<file path="src/rtl/gpio_test_monitor.sv">
// End-of-test monitor: holds the DUT in reset, counts run cycles and
// watches the DUT GPIO output for a stable PASS/FAIL completion code.
// The verdict is pass, fail or timeout. It is reported with the cycle at
// which the qualifying code first appeared.
module gpio_test_monitor #(
    parameter int                     GPIO_WIDTH    = 8,
    parameter int                     COUNT_WIDTH   = 64,
    parameter int                     RESET_CYCLES  = 2,
    parameter logic [GPIO_WIDTH-1:0]  PASS_CODE     = '1,
    parameter logic [GPIO_WIDTH-1:0]  FAIL_CODE     = '0,
    parameter int                     STABLE_CYCLES = 1,
    parameter logic [COUNT_WIDTH-1:0] TIMEOUT       = '0,
    parameter logic [GPIO_WIDTH-1:0]  GPIO_INIT     = '0
) (
    input  logic                   clk,
    input  logic                   resetn,
    input  logic [GPIO_WIDTH-1:0]  gpio_pin_out,
    output logic [GPIO_WIDTH-1:0]  gpio_pin_in,
    output logic                   dut_resetn,
    output logic [COUNT_WIDTH-1:0] cycle_count,
    output logic                   done,
    output logic [1:0]             status,
    output logic [COUNT_WIDTH-1:0] result_cycles
);

    localparam int HW = (RESET_CYCLES > 1) ? $clog2(RESET_CYCLES + 1) : 1;
    localparam int MW = (STABLE_CYCLES > 1) ? $clog2(STABLE_CYCLES + 1) : 1;

    localparam logic [HW-1:0]          HOLD_LAST    = HW'(RESET_CYCLES - 1);
    localparam logic [MW-1:0]          MATCH_TARGET = MW'(STABLE_CYCLES);
    localparam logic [COUNT_WIDTH-1:0] TIMEOUT_LAST = TIMEOUT - COUNT_WIDTH'(1);

    localparam logic [1:0] ST_RUNNING = 2'b00;
    localparam logic [1:0] ST_PASS    = 2'b01;
    localparam logic [1:0] ST_FAIL    = 2'b10;
    localparam logic [1:0] ST_TIMEOUT = 2'b11;

    typedef enum logic [1:0] {HOLD, RUN, DONE} state_t;

    state_t                 state;
    logic [HW-1:0]          hold_cnt;
    logic [MW-1:0]          match_cnt;
    logic                   last_pass;   // code class of the previous matching sample
    logic [COUNT_WIDTH-1:0] run_start;

    logic                   is_pass;
    logic                   is_fail;
    logic                   is_code;
    logic                   same_code;
    logic [MW-1:0]          match_nxt;
    logic [COUNT_WIDTH-1:0] start_nxt;
    logic                   match_hit;
    logic                   timeout_hit;

    // The DUT GPIO input is a constant stimulus
    assign gpio_pin_in = GPIO_INIT;

    // Classify the current sample and work out the next stability-run state
    always_comb begin
        is_pass   = (gpio_pin_out == PASS_CODE);
        is_fail   = (gpio_pin_out == FAIL_CODE);
        is_code   = is_pass | is_fail;
        // A run continues only if the previous sample was the same code
        same_code = is_code && (match_cnt != '0) && (last_pass == is_pass);
        match_nxt = '0;
        start_nxt = run_start;
        if (is_code) begin
            if (same_code) begin
                match_nxt = match_cnt + MW'(1);
            end else begin
                match_nxt = MW'(1);
                start_nxt = cycle_count;
            end
        end
        match_hit   = is_code && (match_nxt == MATCH_TARGET);
        timeout_hit = (TIMEOUT != '0) && (cycle_count == TIMEOUT_LAST);
    end

    // Main HOLD -> RUN -> DONE sequencer with registered outputs
    always_ff @(posedge clk) begin
        if (!resetn) begin
            state         <= HOLD;
            hold_cnt      <= '0;
            dut_resetn    <= 1'b0;
            cycle_count   <= '0;
            match_cnt     <= '0;
            last_pass     <= 1'b0;
            run_start     <= '0;
            result_cycles <= '0;
            done          <= 1'b0;
            status        <= ST_RUNNING;
        end else begin
            case (state)
                HOLD: begin
                    if (hold_cnt == HOLD_LAST) begin
                        state       <= RUN;
                        dut_resetn  <= 1'b1;
                        cycle_count <= '0;
                    end else begin
                        hold_cnt <= hold_cnt + HW'(1);
                    end
                end
                RUN: begin
                    // Saturate rather than wrap so a stuck test never looks young
                    if (!(&cycle_count)) cycle_count <= cycle_count + COUNT_WIDTH'(1);
                    match_cnt <= match_nxt;
                    last_pass <= is_pass;
                    run_start <= start_nxt;
                    // A completing code beats a coincident timeout
                    if (match_hit) begin
                        state         <= DONE;
                        done          <= 1'b1;
                        status        <= is_pass ? ST_PASS : ST_FAIL;
                        result_cycles <= start_nxt;
                    end else if (timeout_hit) begin
                        state         <= DONE;
                        done          <= 1'b1;
                        status        <= ST_TIMEOUT;
                        result_cycles <= TIMEOUT;
                    end
                end
                DONE: begin
                    // Verdict frozen until resetn restarts the sequence
                end
                default: state <= HOLD;
            endcase
        end
    end

endmodule

</file>
<file path="config.mk">
export PLATFORM = sky130hd
export DESIGN_NAME = gpio_test_monitor
export DESIGN_NICKNAME = d
export VERILOG_FILES = /design/src/rtl/gpio_test_monitor.sv
export SDC_FILE = /design/constraint.sdc
export NUM_CORES = 1
export LEC_CHECK = 0
export BUFFER_PORTS_ARGS = -buffer_cell sky130_fd_sc_hd__buf_4
export CAP_MARGIN = 20
export CORE_ASPECT_RATIO = 0.5
export CORE_UTILIZATION = 34
export DETAILED_ROUTE_END_ITERATION = 16
export SYNTH_ARGS = -nofsm -noshare
export SYNTH_HDL_FRONTEND = slang
export SYNTH_SLANG_ARGS = --single-unit
</file>
<file path="constraint.sdc">
create_clock -name clk -period 3.2 [get_ports clk]
set_input_delay 0.16 -clock clk [delete_from_list [all_inputs] [get_ports clk]]
set_output_delay 0.16 -clock clk [all_outputs]
set_load 0.01 [all_outputs]
</file>
==> results of run 1 <==
kinds of logic (layout without fill, tap and decap cells):
group / after synthesis / count (layout) / synth area share
adders and majority gates: 2 / 2 / 0.00398
AOI/OAI and AO/OA: 97 / 97 / 0.0945
DFF: 138 / 138 / 0.439
buffers and inverters: 61 / 188 / 0.0499
muxes: 65 / 65 / 0.103
other: 1 / 8 / 0.000596
xor gates and xnor gates: 33 / 33 / 0.0459
and+or+nand+nor: 292 / 292 / 0.263
Yosys cell counts, types with 14 or more instances:
library cell,instances,share of area
a21oi_1,33,0.026
buf_4,16,0.019
clkbuf_1,23,0.014
dfxtp_1,138,0.44
mux2i_1,65,0.10
nand2_1,34,0.020
nand3_1,23,0.018
nand4_1,28,0.028
nor2_1,55,0.033
nor2b_1,69,0.069
nor3_1,15,0.012
o21ai_0,27,0.021
or3_1,23,0.023
xnor2_1,14,0.019
xor2_1,19,0.026
state kept, by name, summed over array words and instances, names as in the netlist:
signal,flops
match_cnt,1
state,2
done,1
dut_resetn,1
hold_cnt,2
status,2
last_pass,1
cycle_count,64
result_cycles,64
area by class of cell:
type	count	area, um2
Fill cell	1710	9610
Multi-Input combinational cell	497	3260
Sequential cell	138	2760
Timing Repair Buffer	151	1130
Clock buffer	20	447
Tap cell	234	293
Clock inverter	11	219
Inverter	6	22.5
routing by layer:
layer / part of all wire / wire [um] / GRT usage / vias up
li1: - / - / - / 2669
met2: 0.45 / 7500 / 0.275 / 130
met4: 0.0073 / 120 / 0.0458 / 0
met3: 0.056 / 925 / 0.0446 / 12
met1: 0.48 / 8000 / 0.240 / 2553
met5: 0 / 0 / 0 / -
final timing paths:
check	endpoint	from	slack, ns	cells past startpoint
worst max-delay path	cycle_count[61]$_SDFFE_PN0P_	cycle_count[49]$_SDFFE_PN0P_	0.46	6
worst min-delay path	status[1]$_SDFFE_PN0P_	gpio_pin_out[1]	0.17	4
worst max register to register	cycle_count[61]$_SDFFE_PN0P_	cycle_count[49]$_SDFFE_PN0P_	0.46	6
worst min register to register	done$_SDFFE_PN0P_	done$_SDFFE_PN0P_	0.47	1
stage by stage:
step | total power, mW | util | area (um2)
after global routing | 4.54 | 0.458 | 8130
after detailed placement | 2.16 | 0.421 | 7470
final | 4.37 | 0.458 | 8130
after floorplan | 2.07 | - | 6320
after global placement | 2.15 | 0.421 | 7470
after CTS | 4.42 | 0.458 | 8130
cell usage in the layout, fill, tap and decap left out, types with 3 or more instances in the layout:
master and count:
and4_1 6, o21ai_0 27, o211ai_1 9, nor4_1 7
nor3_1 15, xor2_1 19, o31ai_1 5, mux2i_1 65
nand4_1 28, and2_1 3, nor2_1 55, or3_1 23
nand2_1 33, o21a_1 3, buf_4 151, conb_1 8
nand3_1 23, bufinv_16 6, clkinv_4 3, xnor2_1 14
o21ai_1 4, dfxtp_1 138, inv_1 6, nor2b_1 69
or4_1 7, o2111ai_1 3, and3_1 9, clkbuf_16 17
a21oi_1 33
tightest hold or removal path, stage by stage:
cell     delay [ns]
buf_4          0.11
nand4_1        0.08
nor2_1         0.09
a21oi_1        0.12
where the power goes:
| part | switching, mW | internal [mW] | total (mW) |
|---|---|---|---|
| registers | 0.0235 | 1.74 | 1.76 |
| logic | 0.262 | 0.0911 | 0.353 |
| clock network | 0.769 | 1.48 | 2.25 |
| total | 1.05 | 3.31 | 4.37 |
==> key figures, run 1 <==
Run status
  • Status: complete, no violations

Synthesis
  • Post-synthesis instance area: 6290 um2
  • Primary FF master, synth: dfxtp_1
  • YS warnings: 0
  • Synth cell types: 54
  • Synthesized flop and latch total: around 140
  • Asr flop ratio synth: 0
  • Register area share after synthesis: 0.439
  • Post-synthesis cell count: roughly 690
  • Mean post-synth cell area: between 9 and 10 um2
  • EDFF count, synth: 0

Pwr
  • Pwr per Cell Area: 537 nW/um2
  • Maximum VDD drop: 0.406 mV
  • Leak pwr: between 2 and 3 nW

Setup path
  • Buffers & Inverters on Critical Path: 0
  • CP delay by family, top: simple AND/OR/NAND/NOR gates
  • Worst Path Max Fanout: 9
  • Crit path kind: flop to flop
  • Worst Path Required: 3.54 ns
  • Crit path largest cell delay: 0.59 ns
  • CP max stage cell: nor4_2
  • Crit end category: flop
  • Cell Chain, Critical Path: nand4_1, nor4_2, nand4_1, o21a_1, and3_1, o21ai_0
  • Crit path top cell by count: nand4_1
  • CP startpoint kind: flop
  • Worst Path Arrival: a little over 3 ns

Drt
  • DRC viols: 0
  • Wire per inst: 15.6 um
  • Total length of routed wires: 16500 um
  • Drt initial violations: 310
  • Via density per instance: 5.07
  • Drt first pass iters: 4
  • Final ANT Viol Nets: 0
  • Via count: 5364

Floorplanning
  • Die Width: between 150 and 200 um
  • Rows: 34
  • Core Footprint: approximately 18000 um2
  • I/O pin total: 150
  • Die area: 19100 um2
  • Die height: 98.2 um
  • Starting Density: 0.355

Clock network
  • Insertion delay to the later sink of the worst-skew pair: between 0.4 and 0.5 ns
  • Root buffer cell: clkbuf_16
  • Clock transition at the registers of the reported paths: around 0.060 ns
  • H-tree Lvls: 4
  • CTS Buffer Depth: 2
  • Num CTS Buffers: 17
  • Post-CTS Resized: 0
  • CTS tree: done
  • Cts hold-fix bufs: 0
  • Setup repair bufs after CTS: 0
  • Clk sinks: 138

GRT
  • Vias in the first global route: approximately 5k
  • First-pass GRT wire length: 26800 um
  • Aggregate global routing overflow: 0
  • Initial antenna violation count: 0
  • All-layer global routing usage: 0.175
  • Largest net degree at the start of global routing: 79

Finish
  • Net count, final: 823
  • Antenna Cells: 0
  • Area grow syn2layout: 29.3%
  • Layout cells sized above 1: 0.236
  • Non-filler cells, final: 1057

Placed design
  • Final HPWL DP: 11300 um
  • Buffers on Ports: 141
  • Cells after DPL: 1026
  • Setup Slack @ Placement: 0.602 ns
  • RePlAce Congestion: 0.815

STA
  • FMAX: 365 MHz
  • Setup TNS Final: 0 ns
  • Worst slew pin tran: 0.937 ns
  • Crit path time final: around 2.7 ns
  • Post-route setup slack: 0.458 ns
  • Max-slew violation count: 0
  • Final Skew: 0.00648 ns
  • Hold Slack: ~0.17 ns
  • Fin crit share: 0.857
  • Fin. Hold Viols: 0
  • Slew HR: 0.374
  • Final setup vio count: 0
  • RSZ-0062 raised after global routing: false

Hold path
  • Tightest Hold Check Type: primary input to flop

Run
  • Max-cap violations: 0
(Power assumes the default switching activity.)
==> run 2, diff against run 1 <==
==> constraint.sdc (replaced) <==
create_clock -name clk -period 2.85 [get_ports clk]
set_input_delay 0.1425 -clock clk [delete_from_list [all_inputs] [get_ports clk]]
set_output_delay 0.1425 -clock clk [all_outputs]
set_load 0.01 [all_outputs]
==> key figures, run 2 (same netlist as run 1, synthesis figures left out) <==
Finish
  • Layout cells sized above 1: 0.241
  • Most common cell after layout, fill and taps aside: buf_4
  • Most frequent cells in the layout: 155 x buf_4, 138 x dfxtp_1, 69 x nor2b_1
  • FF/Latch Area: 2760 um2
  • Antenna Cells: 0
  • Regs by FF count: cycle_count x64, result_cycles x64
  • Area grow syn2layout: 28.5%
  • FILL cells: 1724
  • Core Util, Final: 0.456
  • Area of the multi-input gates: 3260 um2
  • Net count, final: between 800 and 900

Drt
  • Via density per instance: 5.05
  • Via count: 5368
  • Drt first pass iters: 4
  • Final ANT Viol Nets: 0
  • Drt initial violations: 280
  • Wire per inst: 15.6 um
  • Total length of routed wires: roughly 17000 um
  • DRC viols: 0

Floorplanning
  • Die area: around 19000 um2
  • Die Width: ~200 um
  • Starting Density: 0.355
  • I/O pin total: 150
  • Die height: 98.2 um
  • Core Footprint: 17700 um2
  • Rows: 34

STA
  • Crit path time final: about 2.6 ns
  • Slew HR: 0.375
  • Worst slew pin tran: 0.935 ns
  • Final Skew: a little over 0.009 ns
  • Fin. Hold Viols: 0
  • Final setup vio count: 0
  • Setup TNS Final: 0 ns
  • Fin crit share: 0.926
  • RSZ-0062 raised after global routing: false
  • Max-slew violation count: 0
  • FMAX: 379 MHz

Setup path
  • CP startpoint kind: flop
  • Cell Chain, Critical Path: ha_1, nand4_1, nor3_2, nand3_1, nor4_1, xnor2_1, nor2_1
  • Worst Path Max Fanout: 8
  • Crit path largest cell delay: about 0.5 ns
  • Worst Path Arrival: 2.92 ns
  • Worst Path Required: 3.13 ns
  • Crit path kind: flop to flop
  • CP max stage cell: nor4_1
  • Crit end category: flop

Clock network
  • Insertion delay to the later sink of the worst-skew pair: 0.42 ns
  • Cts hold-fix bufs: 0
  • CTS tree: done
  • H-tree Lvls: 4
  • CTS Buffer Depth: 2
  • Setup repair bufs after CTS: 0
  • Clk sinks: 138
  • Root buffer cell: clkbuf_16
  • Post-CTS Resized: 0
  • Clock transition at the registers of the reported paths: 0.07 ns
  • Num CTS Buffers: 17

Placed design
  • Buffers on Ports: 141
  • Final HPWL DP: 11600 um
  • RePlAce Congestion: 0.875

GRT
  • Aggregate global routing overflow: 0
  • First-pass GRT wire length: approximately 27000 um
  • Initial antenna violation count: 0
  • Vias in the first global route: around 5k
  • All-layer global routing usage: 0.176
  • Largest net degree at the start of global routing: 51

Run status
  • Status: complete, no violations

Pwr
  • Leak pwr: 2.90 nW
  • Maximum VDD drop: around 0.42 mV
  • Pwr per Cell Area: 560 nW/um2

Hold path
  • Tightest Hold Check Type: primary input to flop

Run
  • Max-cap violations: 0
-- run 2: worst paths after layout --
check,start,to,slack [ns],cells past startpoint
max,cycle_count[0]$_SDFFE_PN0P_,cycle_count[46]$_SDFFE_PN0P_,0.21,7
min,resetn,state[0]$_SDFFE_PN0P_,0.08,3
max reg2reg,cycle_count[0]$_SDFFE_PN0P_,cycle_count[46]$_SDFFE_PN0P_,0.21,7
min reg2reg,done$_SDFFE_PN0P_,done$_SDFFE_PN0P_,0.48,1
-- run 2: worst max-delay path, delay by kind of cell (launching register included) --
kind | cells | cell delay [ns]
xor gates and xnor gates | 1 | 0.16
adders and majority gates | 1 | 0.24
DFF | 1 | 0.49
and+or+nand+nor | 5 | 1.60
-- run 2: cell type report --
type                            count  share of cell area
Multi-Input combinational cell    497               0.403
Clock buffer                       20              0.0553
Inverter                            6             0.00279
Tap cell                          234              0.0362
Clock inverter                     12              0.0147
Timing Repair Buffer              156               0.146
Sequential cell                   138               0.342
-- run 2: stage by stage --
stage | cell area, um2 | power (mW) | cells | setup slack [ns] | hold WS (ns)
2_1_floorplan | 6320 | 2.32 | 696 | 0.716 | 0.424
3_3_place_gp | 7520 | 2.44 | 1031 | 0.296 | 0.450
3_5_place_dp | 7520 | 2.44 | 1031 | 0.257 | 0.460
4_1_cts | 8080 | 4.58 | 1063 | 0.231 | 0.0738
5_1_grt | 8080 | 4.73 | 1063 | 0.0303 | 0.0888
6_report | 8080 | 4.53 | 1063 | 0.212 | 0.0796
-- run 2: report_power, final --
part | internal, mW | switching [mW] | leakage (nW) | total (mW)
Clock | 1.23 | 0.897 | 0.267 | 2.13
Combinational | 0.117 | 0.299 | 1.52 | 0.416
Sequential | 1.95 | 0.0264 | 1.11 | 1.98
-- run 2: per-layer routing --
layer,wire [um],share of wire,GRT usage,vias up
met3,768,0.046,0.0390,17
met2,7420,0.45,0.276,132
li1,-,-,-,2675
met4,179,0.011,0.0549,0
met5,0,0,0,-
met1,8190,0.49,0.242,2544
==> run 3, diff against run 2 <==
--- a/config.mk
+++ b/config.mk
@@ -9,7 +9,9 @@
 export CAP_MARGIN = 20
 export CORE_ASPECT_RATIO = 0.5
 export CORE_UTILIZATION = 34
+export CTS_BUF_LIST = sky130_fd_sc_hd__clkbuf_8
 export DETAILED_ROUTE_END_ITERATION = 16
+export SLEW_MARGIN = 0
 export SYNTH_ARGS = -nofsm -noshare
 export SYNTH_HDL_FRONTEND = slang
 export SYNTH_SLANG_ARGS = --single-unit
==> key figures, run 3 (same netlist as run 1, synthesis figures left out) <==
Placed design
  • Placed inst area: 7520 um2
  • Cells after DPL: 1031
  • Setup Slack @ Placement: 0.257 ns
  • Final HPWL DP: 11600 um
  • Buffers on Ports: 141
  • RePlAce Congestion: 0.875

Setup path
  • CP startpoint kind: flop
  • Worst Path Arrival: between 2 and 3 ns
  • Crit path kind: flop to flop
  • Crit end category: flop
  • Critical Path End: cycle_count[46]$_SDFFE_PN0P_
  • Worst Path Max Fanout: 8
  • Worst Path Required: 3.15 ns
  • RR Endpoint: cycle_count[46]$_SDFFE_PN0P_
  • Register-to-Register Path Depth: 7
  • RR Startpoint: cycle_count[0]$_SDFFE_PN0P_
  • Critical path startpoint: cycle_count[0]$_SDFFE_PN0P_
  • R2r setup slk: 0.16 ns

STA
  • Slew HR: 0.362
  • Fin. Hold Viols: 0
  • Post-route setup slack: 0.161 ns
  • Final Skew: roughly 0.016 ns
  • Worst slew pin tran: 0.955 ns
  • Max-slew violation count: 0
  • Crit path time final: 2.69 ns
  • FMAX: 372 MHz
  • RSZ-0062 raised after global routing: false
  • Setup TNS Final: 0 ns
  • Fin crit share: 0.944
  • Final setup vio count: 0

Floorplanning
  • Starting Density: 0.355
  • Die height: 98.2 um
  • Rows: 34
  • I/O pin total: 150
  • Die area: 19100 um2
  • Core Footprint: 17700 um2
  • Die Width: about 190 um

Pwr
  • Pwr per Cell Area: 496 nW/um2
  • Maximum VDD drop: approximately 0.27 mV
  • Power Total: 3.92 mW
  • Leak pwr: approximately 2.8 nW

Finish
  • Design area: 7890 um2
  • Area of the multi-input gates: 3260 um2
  • FF/Latch Area: ~2800 um2
  • Regs by FF count: cycle_count x64, result_cycles x64
  • Most common cell after layout, fill and taps aside: buf_4
  • FILL cells: 1749
  • Antenna Cells: 0
  • Area grow syn2layout: 25.4%
  • Non-filler cells, final: 1063
  • Net count, final: around 830
  • Layout cells sized above 1: 0.241
  • Most frequent cells in the layout: 155 x buf_4, 138 x dfxtp_1, 69 x nor2b_1

GRT
  • Initial antenna violation count: 0
  • Vias in the first global route: 4979
  • First-pass GRT wire length: approximately 27000 um
  • All-layer global routing usage: 0.174
  • Largest net degree at the start of global routing: 51
  • Aggregate global routing overflow: 0

Drt
  • Total length of routed wires: 16400 um
  • Wire per inst: approximately 15 um
  • Drt initial violations: about 340
  • DRC viols: 0
  • Via density per instance: 5.06
  • Drt first pass iters: 5
  • Via count: 5377
  • Final ANT Viol Nets: 0

Run
  • Max-cap violations: 0

Clock network
  • Insertion delay to the later sink of the worst-skew pair: 0.44 ns
  • Clk sinks: 138
  • Post-CTS Resized: 0
  • H-tree Lvls: 4
  • CTS Buffer Depth: 2
  • Setup repair bufs after CTS: 0
  • Root buffer cell: clkbuf_8
  • Num CTS Buffers: 17
  • CTS tree: done
  • Cts hold-fix bufs: 0
  • Clock transition at the registers of the reported paths: 0.09 ns

Hold path
  • Tightest Hold Check Type: primary input to flop
  • Hold Path Cell Cnt: 3

Run status
  • Status: complete, no violations
-- run 3: area by class of cell --
cell class                      instances  share of cell area
Clock inverter                         14              0.0160
Sequential cell                       138               0.350
Clock buffer                           18              0.0314
Multi-Input combinational cell        497               0.413
Timing Repair Buffer                  156               0.150
Inverter                                6             0.00285
Tap cell                              234              0.0371
-- run 3: layer usage --
metal / vias up / track usage / share of wire
met1: 2550 / 0.240 / 0.49
li1: 2667 / - / -
met4: 0 / 0.0482 / 0.011
met5: - / 0 / 0
met2: 144 / 0.274 / 0.45
met3: 16 / 0.0370 / 0.042
-- run 3: power breakdown --
part	leakage [nW]	total (mW)	internal, mW	switching, mW
Combinational	1.52	0.416	0.117	0.299
Clock	0.188	1.52	0.716	0.807
Sequential	1.11	1.98	1.95	0.0264
Total	2.82	3.92	2.78	1.13
-- run 3: critical path, stage by stage (launching register included) --
cell and delay [ns]:
dfxtp_1 0.50, ha_1 0.24, nand4_1 0.27, nor3_2 0.39, nand3_1 0.41, nor4_1 0.52, xnor2_1 0.17, nor2_1 0.05
-- run 3: how the worst min path moves through the flow --
stage / from / to
CTS: resetn / state[0]$_SDFFE_PN0P_
detailed placement: done$_SDFFE_PN0P_ / done$_SDFFE_PN0P_
finish: resetn / state[0]$_SDFFE_PN0P_
global placement: done$_SDFFE_PN0P_ / done$_SDFFE_PN0P_
floorplan: gpio_pin_out[1] / status[1]$_SDFFE_PN0P_
global route: resetn / state[0]$_SDFFE_PN0P_
-- run 3: metrics by stage --
stage          hold WS (ns)  utilization
2_1_floorplan         0.424            -
3_3_place_gp          0.450        0.424
3_5_place_dp          0.460        0.424
4_1_cts              0.0234        0.445
5_1_grt              0.0473        0.445
6_report             0.0538        0.445
